**config.mk**
```make
export PLATFORM = sky130hd
export DESIGN_NAME = seg7_rx_monitor
export DESIGN_NICKNAME = d
export VERILOG_FILES = /design/src/rtl/seg7_rx_monitor.sv
export SDC_FILE = /design/constraint.sdc
export NUM_CORES = 1
export LEC_CHECK = 0
export ABC_AREA = 0
export BUFFER_PORTS_ARGS = -buffer_cell sky130_fd_sc_hd__clkbuf_2
export CAP_MARGIN = 10
export CORE_ASPECT_RATIO = 0.9
export CORE_MARGIN = 4
export CORE_UTILIZATION = 40
export CTS_CLUSTER_SIZE = 16
export DETAILED_ROUTE_END_ITERATION = 16
export PLACE_DENSITY = 0.63
export SYNTH_ARGS = -nofsm -noshare
export SYNTH_HDL_FRONTEND = slang
export SYNTH_SLANG_ARGS = --single-unit
```
**constraint.sdc**
```tcl
create_clock -name CLK -period 7.1 [get_ports CLK]
set_input_delay 0.355 -clock CLK [delete_from_list [all_inputs] [get_ports CLK]]
set_output_delay 0.355 -clock CLK [all_outputs]
set_load 0.01 [all_outputs]
```
**src/rtl/seg7_rx_monitor.sv**
```systemverilog
// seg7_rx_monitor: receive-side self-check for an active-low 7-segment digit
// driven by a decimal seconds counter. The segment lines are synchronised and
// filtered for stability. Each newly stable pattern is decoded back to a digit,
// checked against the mod-10 increment sequence, and sequence and pattern
// errors are counted in a saturating counter.
//
// Optional build macro SEG7_RX_HEXA_EN: when defined, the hex letters A..F
// also decode, and the expected-next rule becomes a 4-bit wrap (15 -> 0).
module seg7_rx_monitor #(
  parameter int STABLE_CYCLES = 4,
  parameter int ERR_W         = 8
) (
  input  logic             CLK,
  input  logic             RST,
  input  logic [6:0]       HEX_IN,
  output logic [3:0]       DIGIT,
  output logic             VALID,
  output logic             UPD,
  output logic             SEQ_ERR,
  output logic             ILLEGAL,
  output logic             BLANK,
  output logic [ERR_W-1:0] ERR_CNT
);

  localparam logic [6:0]       PAT_BLANK = 7'h7F;
  localparam logic [7:0]       STABLE_M1 = 8'(STABLE_CYCLES - 1);
  localparam logic [ERR_W-1:0] ERR_MAX   = '1;

  typedef enum logic {S_INIT, S_TRACK} state_t;

  state_t           state, state_n;
  logic [6:0]       h1, h2, last;
  logic [7:0]       stab_cnt;
  logic             accept;
  logic [4:0]       dec;
  logic [3:0]       digit_n;
  logic             valid_n, upd_n, seq_err_n, illegal_n, blank_n;
  logic [ERR_W-1:0] err_cnt_n;

  // Map an active-low gfedcba pattern to {legal, digit}; blank counts as not legal.
  function automatic logic [4:0] decode(input logic [6:0] pat);
    case (pat)
      7'h40:   decode = 5'h10;
      7'h79:   decode = 5'h11;
      7'h24:   decode = 5'h12;
      7'h30:   decode = 5'h13;
      7'h19:   decode = 5'h14;
      7'h12:   decode = 5'h15;
      7'h02:   decode = 5'h16;
      7'h78:   decode = 5'h17;
      7'h00:   decode = 5'h18;
      7'h10:   decode = 5'h19;
`ifdef SEG7_RX_HEXA_EN
      7'h08:   decode = 5'h1A;
      7'h03:   decode = 5'h1B;
      7'h46:   decode = 5'h1C;
      7'h21:   decode = 5'h1D;
      7'h06:   decode = 5'h1E;
      7'h0E:   decode = 5'h1F;
`endif
      default: decode = 5'h00;
    endcase
  endfunction

  // Digit the counter should show after d.
  function automatic logic [3:0] next_digit(input logic [3:0] d);
`ifdef SEG7_RX_HEXA_EN
    next_digit = d + 4'd1;
`else
    next_digit = (d == 4'd9) ? 4'd0 : d + 4'd1;
`endif
  endfunction

  // Two-flop synchroniser plus a stability counter that restarts whenever h2 is about to change.
  always_ff @(posedge CLK) begin
    if (RST) begin
      h1       <= PAT_BLANK;
      h2       <= PAT_BLANK;
      stab_cnt <= 8'd0;
    end else begin
      h1 <= HEX_IN;
      h2 <= h1;
      if (h1 != h2)
        stab_cnt <= 8'd0;
      else if (stab_cnt != 8'hFF)
        stab_cnt <= stab_cnt + 8'd1;
    end
  end

  // Accept once: h2 has been constant for the full window and differs from the last accepted pattern.
  assign accept = (h1 == h2) && (stab_cnt == STABLE_M1) && (h2 != last);

  // State, last-accepted pattern and registered outputs.
  always_ff @(posedge CLK) begin
    if (RST) begin
      state   <= S_INIT;
      last    <= PAT_BLANK;
      DIGIT   <= 4'd0;
      VALID   <= 1'b0;
      UPD     <= 1'b0;
      SEQ_ERR <= 1'b0;
      ILLEGAL <= 1'b0;
      BLANK   <= 1'b0;
      ERR_CNT <= '0;
    end else begin
      state   <= state_n;
      if (accept)
        last <= h2;
      DIGIT   <= digit_n;
      VALID   <= valid_n;
      UPD     <= upd_n;
      SEQ_ERR <= seq_err_n;
      ILLEGAL <= illegal_n;
      BLANK   <= blank_n;
      ERR_CNT <= err_cnt_n;
    end
  end

  // Next-state and output decisions, evaluated only when a pattern is accepted.
  always_comb begin
    state_n   = state;
    digit_n   = DIGIT;
    valid_n   = VALID;
    illegal_n = ILLEGAL;
    blank_n   = BLANK;
    upd_n     = 1'b0;
    seq_err_n = 1'b0;
    dec       = decode(h2);
    if (accept) begin
      upd_n = 1'b1;
      if (dec[4]) begin
        digit_n   = dec[3:0];
        valid_n   = 1'b1;
        illegal_n = 1'b0;
        blank_n   = 1'b0;
        state_n   = S_TRACK;
        // Out-of-sequence digit: flag it and resynchronise to the new value.
        if ((state == S_TRACK) && (dec[3:0] != next_digit(DIGIT)))
          seq_err_n = 1'b1;
      end else if (h2 == PAT_BLANK) begin
        blank_n   = 1'b1;
        illegal_n = 1'b0;
        valid_n   = 1'b0;
        state_n   = S_INIT;
      end else begin
        illegal_n = 1'b1;
        blank_n   = 1'b0;
        valid_n   = 1'b0;
        seq_err_n = 1'b1;
        state_n   = S_INIT;
      end
    end
    err_cnt_n = (seq_err_n && (ERR_CNT != ERR_MAX)) ? ERR_CNT + ERR_W'(1) : ERR_CNT;
  end

endmodule

```
==> results of run 1 <==
through the flow:
step                std cells  util [%]
global route              357      45.3
detailed placement        349      43.3
global placement          349      43.3
floorplan                 274         -
finish                    357      45.3
CTS                       357      45.3
routing by layer:
metal  routed length [um]  vias to the layer above  global-route usage, %
li1                     -                     1001                      -
met5                    0                        -                      0
met3                  218                        4                   3.14
met4                   42                        0                   3.93
met1                 2420                      868                   19.2
met2                 1990                       31                   20.7
report_power, final:
group / internal [mW] / switching (mW)
registers: 0.262 / 0.00650
logic: 0.0101 / 0.0102
clock network: 0.106 / 0.0902
total: 0.377 / 0.107
worst max path at each step:
stage               slack (ns)                 endpoint
global route              3.49  ERR_CNT[4]$_SDFFE_PP0P_
global placement          4.06  ERR_CNT[3]$_SDFFE_PP0P_
detailed placement        3.97  ERR_CNT[3]$_SDFFE_PP0P_
finish                    3.89  ERR_CNT[3]$_SDFFE_PP0P_
floorplan                 4.38  ERR_CNT[2]$_SDFFE_PP0P_
CTS                       3.88  ERR_CNT[3]$_SDFFE_PP0P_
kinds of logic (layout without fill, tap and decap cells):
| family | after synthesis | after routing | share of synthesized area, % |
|---|---|---|---|
| AOI/OAI and AO/OA | 54 | 54 | 16.3 |
| DFF | 46 | 46 | 39.1 |
| xor gates and xnor gates | 23 | 23 | 8.56 |
| buffers and inverters | 27 | 40 | 5.42 |
| and+or+nand+nor | 119 | 119 | 28.2 |
| muxes | 3 | 3 | 1.33 |
| adders and majority gates | 2 | 2 | 1.06 |
state kept, by name, indices dropped and copies added, names as in the netlist, 4 cells and up:
register,count
h1,7
last,7
ERR_CNT,8
DIGIT,4
h2,7
stab_cnt,8
critical path: cells and delay by family (launching register included):
family / cells / cell delay [ns]
compound gates: 1 / 0.15
xor+xnor: 1 / 0.17
flops: 1 / 0.59
simple gates: 6 / 2.23
area by class of cell:
type                       instances  area (um^2)
sequential                        46          921
inverter                           7         26.3
clock inverter                     3         43.8
multi-input combinational        201         1310
tap                               70         87.6
clock buffer                       5         68.8
fill                             578         3110
timing repair buffer              25          125
cell usage in the layout, fill, tap and decap left out, types with 4 or more instances in the layout:
| cell | synthesis | final |
|---|---|---|
| nand3_1 | 17 | 17 |
| o21ai_0 | 9 | 9 |
| xor2_1 | 14 | 14 |
| or2_2 | 15 | 15 |
| nand2b_1 | 8 | 8 |
| nand2_1 | 13 | 13 |
| or3_1 | 4 | 4 |
| nor2_1 | 20 | 20 |
| a21oi_1 | 15 | 15 |
| inv_1 | 7 | 7 |
| and3_1 | 9 | 9 |
| clkbuf_8 | 0 | 5 |
| xnor2_1 | 9 | 9 |
| dfxtp_1 | 46 | 46 |
| nor2b_1 | 11 | 11 |
| nand4_1 | 5 | 5 |
| clkbuf_2 | 0 | 25 |
| a211o_1 | 7 | 7 |
==> results.toml, run 1 <==
[detailed_routing]
via_per_inst = 5.33
drt_first_pass_iters = 4
drt_iter0_drc = 74
num_vias = 1904
ant_nets = 0
drc_errors = 0
totalWireLength_um = 4660
routedWlPerCell_um = 13.1

[clock_tree]
cts_resized = 0
clockBufferDepth = 2
htree_levels = 2
clkSlewWorstSetupHoldPaths_ns = 0.09
ctsHoldBuffers = 0
numCtsBuffers = 5
clk_latency_ns = 0.30
cts_tree = "done"
post-cts-setup-buffers = 0
clock-sinks = 46
cts-root-buf = "clkbuf_8"

[global_routing]
antenna_found_initial = 0
track_usage_pct = 13.6
grt_pass1_vias = 1676
grt_start_max_net_pins = 39
grt_remaining_overflow = 0
grt_pass1_wl_um = 7800

[timing]
rsz0062_at_grt = "false"
max_slew_margin_pct = 52.0
tightest_slew_ns = 0.720
min_period_over_period_pct = 45.2
hold_ws_ns = 0.229
hold_viol = 0
setup_viol = 0
finalSetupTns_ns = 0
fmax_mhz = 312
fin_skew_ns = 0.00674
final.min_clock_period_ns = 3.21
setup_slack_ns = 3.89
drv_slew = 0

[floorplan]
io_pins = 26
die_x_um = 88.9
rows = 26
start_util_pct = 41.4
core_um2 = 5690
dieArea_um2 = 7180
die-height_um = 80.8

[worst_setup_path]
startpoint = "h2[1]$_SDFF_PP1_"
cp.arrival_ns = 3.43
rrSetupSlack_ns = 3.89
path_cells = "xnor2_1, nand4_1, nor4_1, and3_1, nor2b_1, nand2b_1, or4_1, a21oi_1"
cp_max_fo = 22
cpMaxStageDelayCell = "and3_1"
reg2reg_depth = 8
crit_required_ns = 7.32
start_kind = "flop"
end_kind = "flop"
cp_slowest_stage_delay_ns = 0.71
r2r_end = "ERR_CNT[3]$_SDFFE_PP0P_"
r2r_start = "h2[1]$_SDFF_PP1_"
critical_path_class = "reg2reg"

[placement]
place_area_um2 = 2470
portBuffers = 25
dp_hpwl_um = 3250
dpl_worst_slack_ns = 3.97
gp_congestion = 0.800

[worst_hold_path]
min_to = "h1[5]$_SDFF_PP1_"
hold_class = "in2reg"
whs_path_depth = 2
min_from = "HEX_IN[5]"

[cells_and_area]
syn2layout_area_growth_pct = 9.51
nets = 297
antenna_cells = 0
drive_above_1_share_pct = 18.1
design_area_um2 = 2580

[power]
p_per_area_nw_per_um2 = 188
power_leakage_nw = 0.971
power_mw = 0.484
vdd_ir_drop_max_uv = 103

[logic_synthesis]
synthArstFlopShare_pct = 0
syn-cell-area_um2 = 2350
synth_area_per_cell_um2 = 8.59
synth-main-ff-cell = "dfxtp_1"
seq_area_frac_synth_pct = 39.1
synth.most_common_cell = "dfxtp_1"
synth_top_area_cell = "dfxtp_1"
synthDominantCellAreaShare_pct = 39.1
ys_types = 48
ys_warn_count = 0
synth.ff_latch_count = 46
synth_area_leaders = "dfxtp_1 (39%), xor2_1 (5.2%), or2_2 (4.0%)"
syn_inst = 274
synth_edf_count = 0
synth_common_cells = "dfxtp_1 (46), nor2_1 (20), nand3_1 (17)"
synth_fp_nets = 285

[run]
drv_cap = 0

[status]
status = "complete, no violations"
Note: power is estimated with default switching activity, not from simulation.
==> run 2, diff against run 1 <==
ABC_AREA = 1   (was 0)
PLACE_DENSITY = 0.65   (was 0.63)
clock period = 2.7 ns   (was 7.1 ns; I/O delays follow)
==> run 2 against run 1 <==
  * Critical path depth increased by 1
  * Utilization increased by 1.3 points
  * Synthesized area decreased by 0.64%
  * Synthesized cell count increased by 19%
  * Critical path type unchanged
  * Critical endpoint is now ERR_CNT[1]$_SDFFE_PP0P_
  * Largest power group unchanged
  * Highest routed layer unchanged
==> results.toml, run 2 <==
[status]
status = "complete, no violations"

[floorplan]
dieArea_um2 = 7140
start_util_pct = 41.3
die_x_um = 88.6
rows = 26
io_pins = 26
die-height_um = 80.6
core_um2 = 5660

[cells_and_area]
mostFrequentLayoutCell = "nand2_1"
reg.largest.list = "ERR_CNT (8), stab_cnt (8)"
nets = 366
antenna_cells = 0
syn2layout_area_growth_pct = 12.7
final_util_pct = 46.6
final_cell_mix = "nand2_1 (66), dfxtp_1 (46), inv_1 (41)"
drive_above_1_share_pct = 21.1

[global_routing]
track_usage_pct = 14.5
grt_start_max_net_pins = 24
grt_pass1_wl_um = 8360
antenna_found_initial = 0
grt_remaining_overflow = 0
grt_pass1_vias = 1970

[clock_tree]
cts_tree = "done"
htree_levels = 2
cts-root-buf = "clkbuf_8"
clockBufferDepth = 2
cts_resized = 0
numCtsBuffers = 5
clk_latency_ns = 0.30
post-cts-setup-buffers = 0
clock-sinks = 46
clkSlewWorstSetupHoldPaths_ns = 0.09

[power]
comb_power_share_pct = 5.8
p_clk_share_pct = 35.8
power.share.sequential_pct = 58.5
p_switching_mw = 0.296
vdd_ir_drop_max_uv = 287
internal_power_mw = 0.904
power_mw = 1.20
power_leakage_nw = 1.16
p_per_area_nw_per_um2 = 455
switching_share_pct = 24.6

[logic_synthesis]
synthDominantCellAreaShare_pct = 39.4
synth_common_cells = "nand2_1 (66), dfxtp_1 (46), inv_1 (41)"
syn_inst = 326
synthArstFlopShare_pct = 0
synth_area_leaders = "dfxtp_1 (39%), nand2_1 (11%), inv_1 (6.6%)"
synth_top_area_cell = "dfxtp_1"
syn-cell-area_um2 = 2340
synth.most_common_cell = "nand2_1"
synth-main-ff-cell = "dfxtp_1"
ys_types = 35
synth_fp_nets = 337
synth_area_per_cell_um2 = 7.18
ys_warn_count = 0
synth.ff_latch_count = 46
seq_area_frac_synth_pct = 39.4
synth_edf_count = 0

[detailed_routing]
totalWireLength_um = 4630
drt_iter0_drc = 109
ant_nets = 0
num_vias = 2053
drt_first_pass_iters = 4
via_per_inst = 4.82
routedWlPerCell_um = 10.9
drc_errors = 0

[timing]
final.min_clock_period_ns = 2.14
rsz0062_at_grt = "false"
min_period_over_period_pct = 79.3
finalSetupTns_ns = 0
setup_viol = 0
drv_slew = 0
fin_skew_ns = 0.00671
setup_slack_ns = 0.559
hold_viol = 0
tightest_slew_ns = 0.683
max_slew_margin_pct = 54.1
hold_ws_ns = 0.0109
fmax_mhz = 467

[worst_setup_path]
end_kind = "flop"
crit_required_ns = 2.94
r2r_start = "stab_cnt[0]$_SDFFE_PP0P_"
cp.arrival_ns = 2.38
r2r_end = "ERR_CNT[1]$_SDFFE_PP0P_"
cp_max_fo = 17
reg2reg_depth = 9
rrSetupSlack_ns = 0.56
critical_path_class = "reg2reg"
start_kind = "flop"

[run]
drv_cap = 0

[worst_hold_path]
min_to = "h1[5]$_SDFF_PP1_"
min_from = "HEX_IN[5]"
whs_path_depth = 2
hold_class = "in2reg"

[placement]
portBuffers = 25
gp_congestion = 0.859
dpl_worst_slack_ns = 0.567
dp_hpwl_um = 3570
run 2: cell types whose count changed in the layout (fill, tap and decap cells not counted), moves of 7 or more:
cell	before	now
inv_1	7	41
inv_2	0	7
a211o_1	7	0
nor2b_1	11	0
and3_1	9	1
nand2b_1	8	0
nand2_1	13	66
nor2_1	20	39
run 2: worst max-delay path by stage:
stage                             startpoint                      end  slack [ns]  depth (start not counted)
floorplan           stab_cnt[0]$_SDFFE_PP0P_  ERR_CNT[6]$_SDFFE_PP0P_        0.98                         10
global placement    stab_cnt[1]$_SDFFE_PP0P_  ERR_CNT[0]$_SDFFE_PP0P_        0.62                          9
detailed placement  stab_cnt[0]$_SDFFE_PP0P_  ERR_CNT[6]$_SDFFE_PP0P_        0.57                         10
CTS                 stab_cnt[0]$_SDFFE_PP0P_  ERR_CNT[1]$_SDFFE_PP0P_        0.54                          9
global route        stab_cnt[1]$_SDFFE_PP0P_  ERR_CNT[3]$_SDFFE_PP0P_        0.33                          9
finish              stab_cnt[0]$_SDFFE_PP0P_  ERR_CNT[1]$_SDFFE_PP0P_        0.56                          9
run 2: timing repair:
item / in CTS / in global routing
hold buffers: 2 / 1
setup endpoints to repair: 0 / 0
hold endpoints to repair: 2 / 1
run 2: layer usage:
metal,vias to the layer above,routed length (um),global-route usage (%)
li1,1088,-,-
met1,934,2340,19.8
met2,25,2110,23.4
met3,6,135,2.77
met4,0,46,3.63
met5,-,0,0
run 2: final cells by class:
type | instances | area, um^2
Multi-Input combinational cell | 224 | 1190
Timing Repair Buffer | 29 | 163
Clock buffer | 5 | 68.8
Tap cell | 70 | 87.6
Fill cell | 603 | 3020
Sequential cell | 46 | 921
Clock inverter | 3 | 23.8
Inverter | 49 | 186
run 2: critical path, cell delays in order, from the launching register on:
cell	delay, ns
dfxtp_1	0.36
ha_1	0.18
inv_1	0.06
nor4_1	0.56
nand3_4	0.29
nor2_4	0.22
nand2_4	0.09
nor2_1	0.15
o21ai_1	0.08
nor2_1	0.09
run 2: cells by family (layout without fill, tap and decap cells):
group           Yosys count  after routing  share of synthesized area, %
compound gates           35             35                          8.66
xor+xnor                 15             15                          5.62
fa+ha+maj                 2              2                          1.07
buf+inv                  56             86                          9.89
flops                    46             46                          39.4
simple gates            172            172                          35.4
run 2: per-stage QoR:
step | cell area, um^2 | instances
floorplan | 2340 | 326
global placement | 2510 | 415
detailed placement | 2510 | 415
CTS | 2630 | 425
global route | 2640 | 426
finish | 2640 | 426
run 2: power by group through the flow:
stage                     registers (mW)  logic, mW  clock network (mW)
after floorplan                    0.711     0.0565                   0
after global placement             0.718     0.0655                   0
after detailed placement           0.718     0.0657                   0
after CTS                          0.702     0.0685               0.449
after global routing               0.704     0.0775               0.479
final                              0.702     0.0692               0.429
==> run 3, diff against run 2 <==
ABC_AREA = 0   (was 1)
PLACE_DENSITY = 0.63   (was 0.65)
clock period = 2.05 ns   (was 2.7 ns; I/O delays follow)
==> run 3 against run 2 <==
  * The run now ends with setup timing left
  * Wire length grew 19%
  * Utilization increased by 9.7 points
  * Setup slack worse by 1.1 ns
  * Global-route usage rose by 1.1 points
  * Final area increased by 22%
  * First-iteration DRC count shrank 47%
  * Die area rose by 0.58%
  * Non-clock buffer count is 57 higher
  * Power increased by 53%
  * Sequential share of layout area shrank 6.0 points
  * Critical path type unchanged
==> results.toml, run 3 (same netlist as run 1, synthesis figures left out) <==
[clock_tree]
clk_latency_ns = 0.30
clockBufferDepth = 2
clock-sinks = 46
htree_levels = 2
cts-root-buf = "clkbuf_8"
clkSlewWorstSetupHoldPaths_ns = 0.09
cts_tree = "done"
numCtsBuffers = 5

[placement]
portBuffers = 25
placed_cells = 399
dp_hpwl_um = 3730
dpl_worst_slack_ns = -0.573
gp_congestion = 0.911
place_area_um2 = 2850

[cells_and_area]
fill_cells = 532
register_area_um2 = 927
final_util_pct = 56.3
final_cell_mix = "buf_4 (47), dfxtp_1 (41), clkbuf_2 (25)"
syn2layout_area_growth_pct = 36.2
mostFrequentLayoutCell = "buf_4"
multiInputGateArea_um2 = 1380
antenna_cells = 0
reg.largest.list = "ERR_CNT (8), stab_cnt (8)"
nets = 359
finalNonFillerCells = 419
drive_above_1_share_pct = 35.0
design_area_um2 = 3210

[timing]
max_slew_margin_pct = 50.3
min_period_over_period_pct = 128
tightest_slew_ns = 0.745
fin_skew_ns = 0.00838
hold_ws_ns = 0.452
drv_slew = 0
fmax_mhz = 381
rsz0062_at_grt = "true"
hold_viol = 0
setup_viol = 9
finalSetupTns_ns = -4.33
setup_slack_ns = -0.574
final.min_clock_period_ns = 2.62

[global_routing]
grt_pass1_wl_um = 9040
grt_start_max_net_pins = 39
track_usage_pct = 15.7
antenna_found_initial = 0
grt_remaining_overflow = 0
grt_pass1_vias = 2002

[floorplan]
rows = 26
die_x_um = 88.9
dieArea_um2 = 7180
die-height_um = 80.8
start_util_pct = 41.4
core_um2 = 5690
io_pins = 26

[worst_setup_path]
end_kind = "flop"
reg2reg_depth = 8
cp.arrival_ns = 2.84
start_kind = "flop"
critical_path_class = "reg2reg"
cp_slowest_stage_delay_ns = 0.57
cp_max_fo = 5
crit_required_ns = 2.27
cp_num_buf_inv = 0
cpMaxStageDelayCell = "or4_4"
r2r_start = "h2[2]$_SDFF_PP1_"
cpLargestDelayFamily = "simple AND/OR/NAND/NOR gates"
rrSetupSlack_ns = -0.57
path_cells = "or4_4, o22a_1, o21a_1, mux2i_1, or3_4, nor2b_4, or4_1, a21oi_1"
r2r_end = "ERR_CNT[2]$_SDFFE_PP0P_"

[worst_hold_path]
hold_class = "in2reg"
min_to = "ERR_CNT[5]$_SDFFE_PP0P_"
whs_path_depth = 2
min_from = "RST"

[power]
power_mw = 1.84
p_per_area_nw_per_um2 = 574
power_leakage_nw = 1.32
vdd_ir_drop_max_uv = 607

[run]
drv_cap = 0

[status]
status = "complete, but fails checks"
violations = "setup timing"

[detailed_routing]
drc_errors = 0
routedWlPerCell_um = 13.2
ant_nets = 0
via_per_inst = 5.20
totalWireLength_um = 5510
drt_first_pass_iters = 4
num_vias = 2178
drt_iter0_drc = 58
-- run 3: changes by cell type in the layout (fill, tap and decap cells not counted), moves of 6 or more --
cell,previous run,this run
nand2_1,66,13
buf_4,1,47
inv_1,41,7
nor2_1,39,20
nor2b_1,0,11
a211o_1,0,7
and3_1,1,8
inv_2,7,0
nand2b_1,0,7
nand2_2,6,0
nand4_1,11,5
nor2_2,6,0
xor2_1,8,14
-- run 3: how the worst max path moves through the flow --
stage	to	depth (start not counted)	from	slack, ns
floorplan	ERR_CNT[2]$_SDFFE_PP0P_	10	h2[3]$_SDFF_PP1_	-0.58
global placement	ERR_CNT[2]$_SDFFE_PP0P_	8	h2[6]$_SDFF_PP1_	-0.49
detailed placement	ERR_CNT[4]$_SDFFE_PP0P_	8	h2[6]$_SDFF_PP1_	-0.57
CTS	ERR_CNT[5]$_SDFFE_PP0P_	8	h2[2]$_SDFF_PP1_	-0.55
global route	ERR_CNT[5]$_SDFFE_PP0P_	8	h2[2]$_SDFF_PP1_	-0.67
finish	ERR_CNT[2]$_SDFFE_PP0P_	8	h2[2]$_SDFF_PP1_	-0.57
-- run 3: worst register-to-register path, cell delays in order, from the launching register on --
cell     delay, ns
dfxtp_2       0.34
or4_4         0.57
o22a_1        0.26
o21a_1        0.14
mux2i_1       0.12
or3_4         0.36
nor2b_4       0.16
or4_1         0.47
a21oi_1       0.13
-- run 3: cell type report --
| class | count | area share, % |
|---|---|---|
| clock buffers | 5 | 2.15 |
| clock inverters | 3 | 2.15 |
| inverters | 7 | 0.819 |
| multi-input cells | 202 | 43.2 |
| flip-flops and latches | 46 | 28.9 |
| well taps | 70 | 2.73 |
| repair buffers | 86 | 20.1 |
-- run 3: report_power, final --
part	internal (mW)	switching (mW)	leakage (nW)
Sequential	0.907	0.0116	0.374
Clock	0.488	0.313	0.0683
Combinational	0.0662	0.0549	0.873
Total	1.46	0.379	1.32
-- run 3: repair_timing --
action                                 in CTS  in global routing
endpoints found under the hold margin       7                  0
setup endpoints to repair                  21                 23
resized for setup                           9                 16
pin swaps                                   6                 14
hold buffers                                7                  0
buffers inserted                            1                  1
cloned                                      1                  2
-- run 3: layer usage --
layer,global-route usage [%],share of wire [%],vias up
li1,-,-,1120
met1,21.1,50,1008
met2,25.4,45,43
met3,3.65,4.3,7
met4,3.63,0.73,0
met5,0,0,-
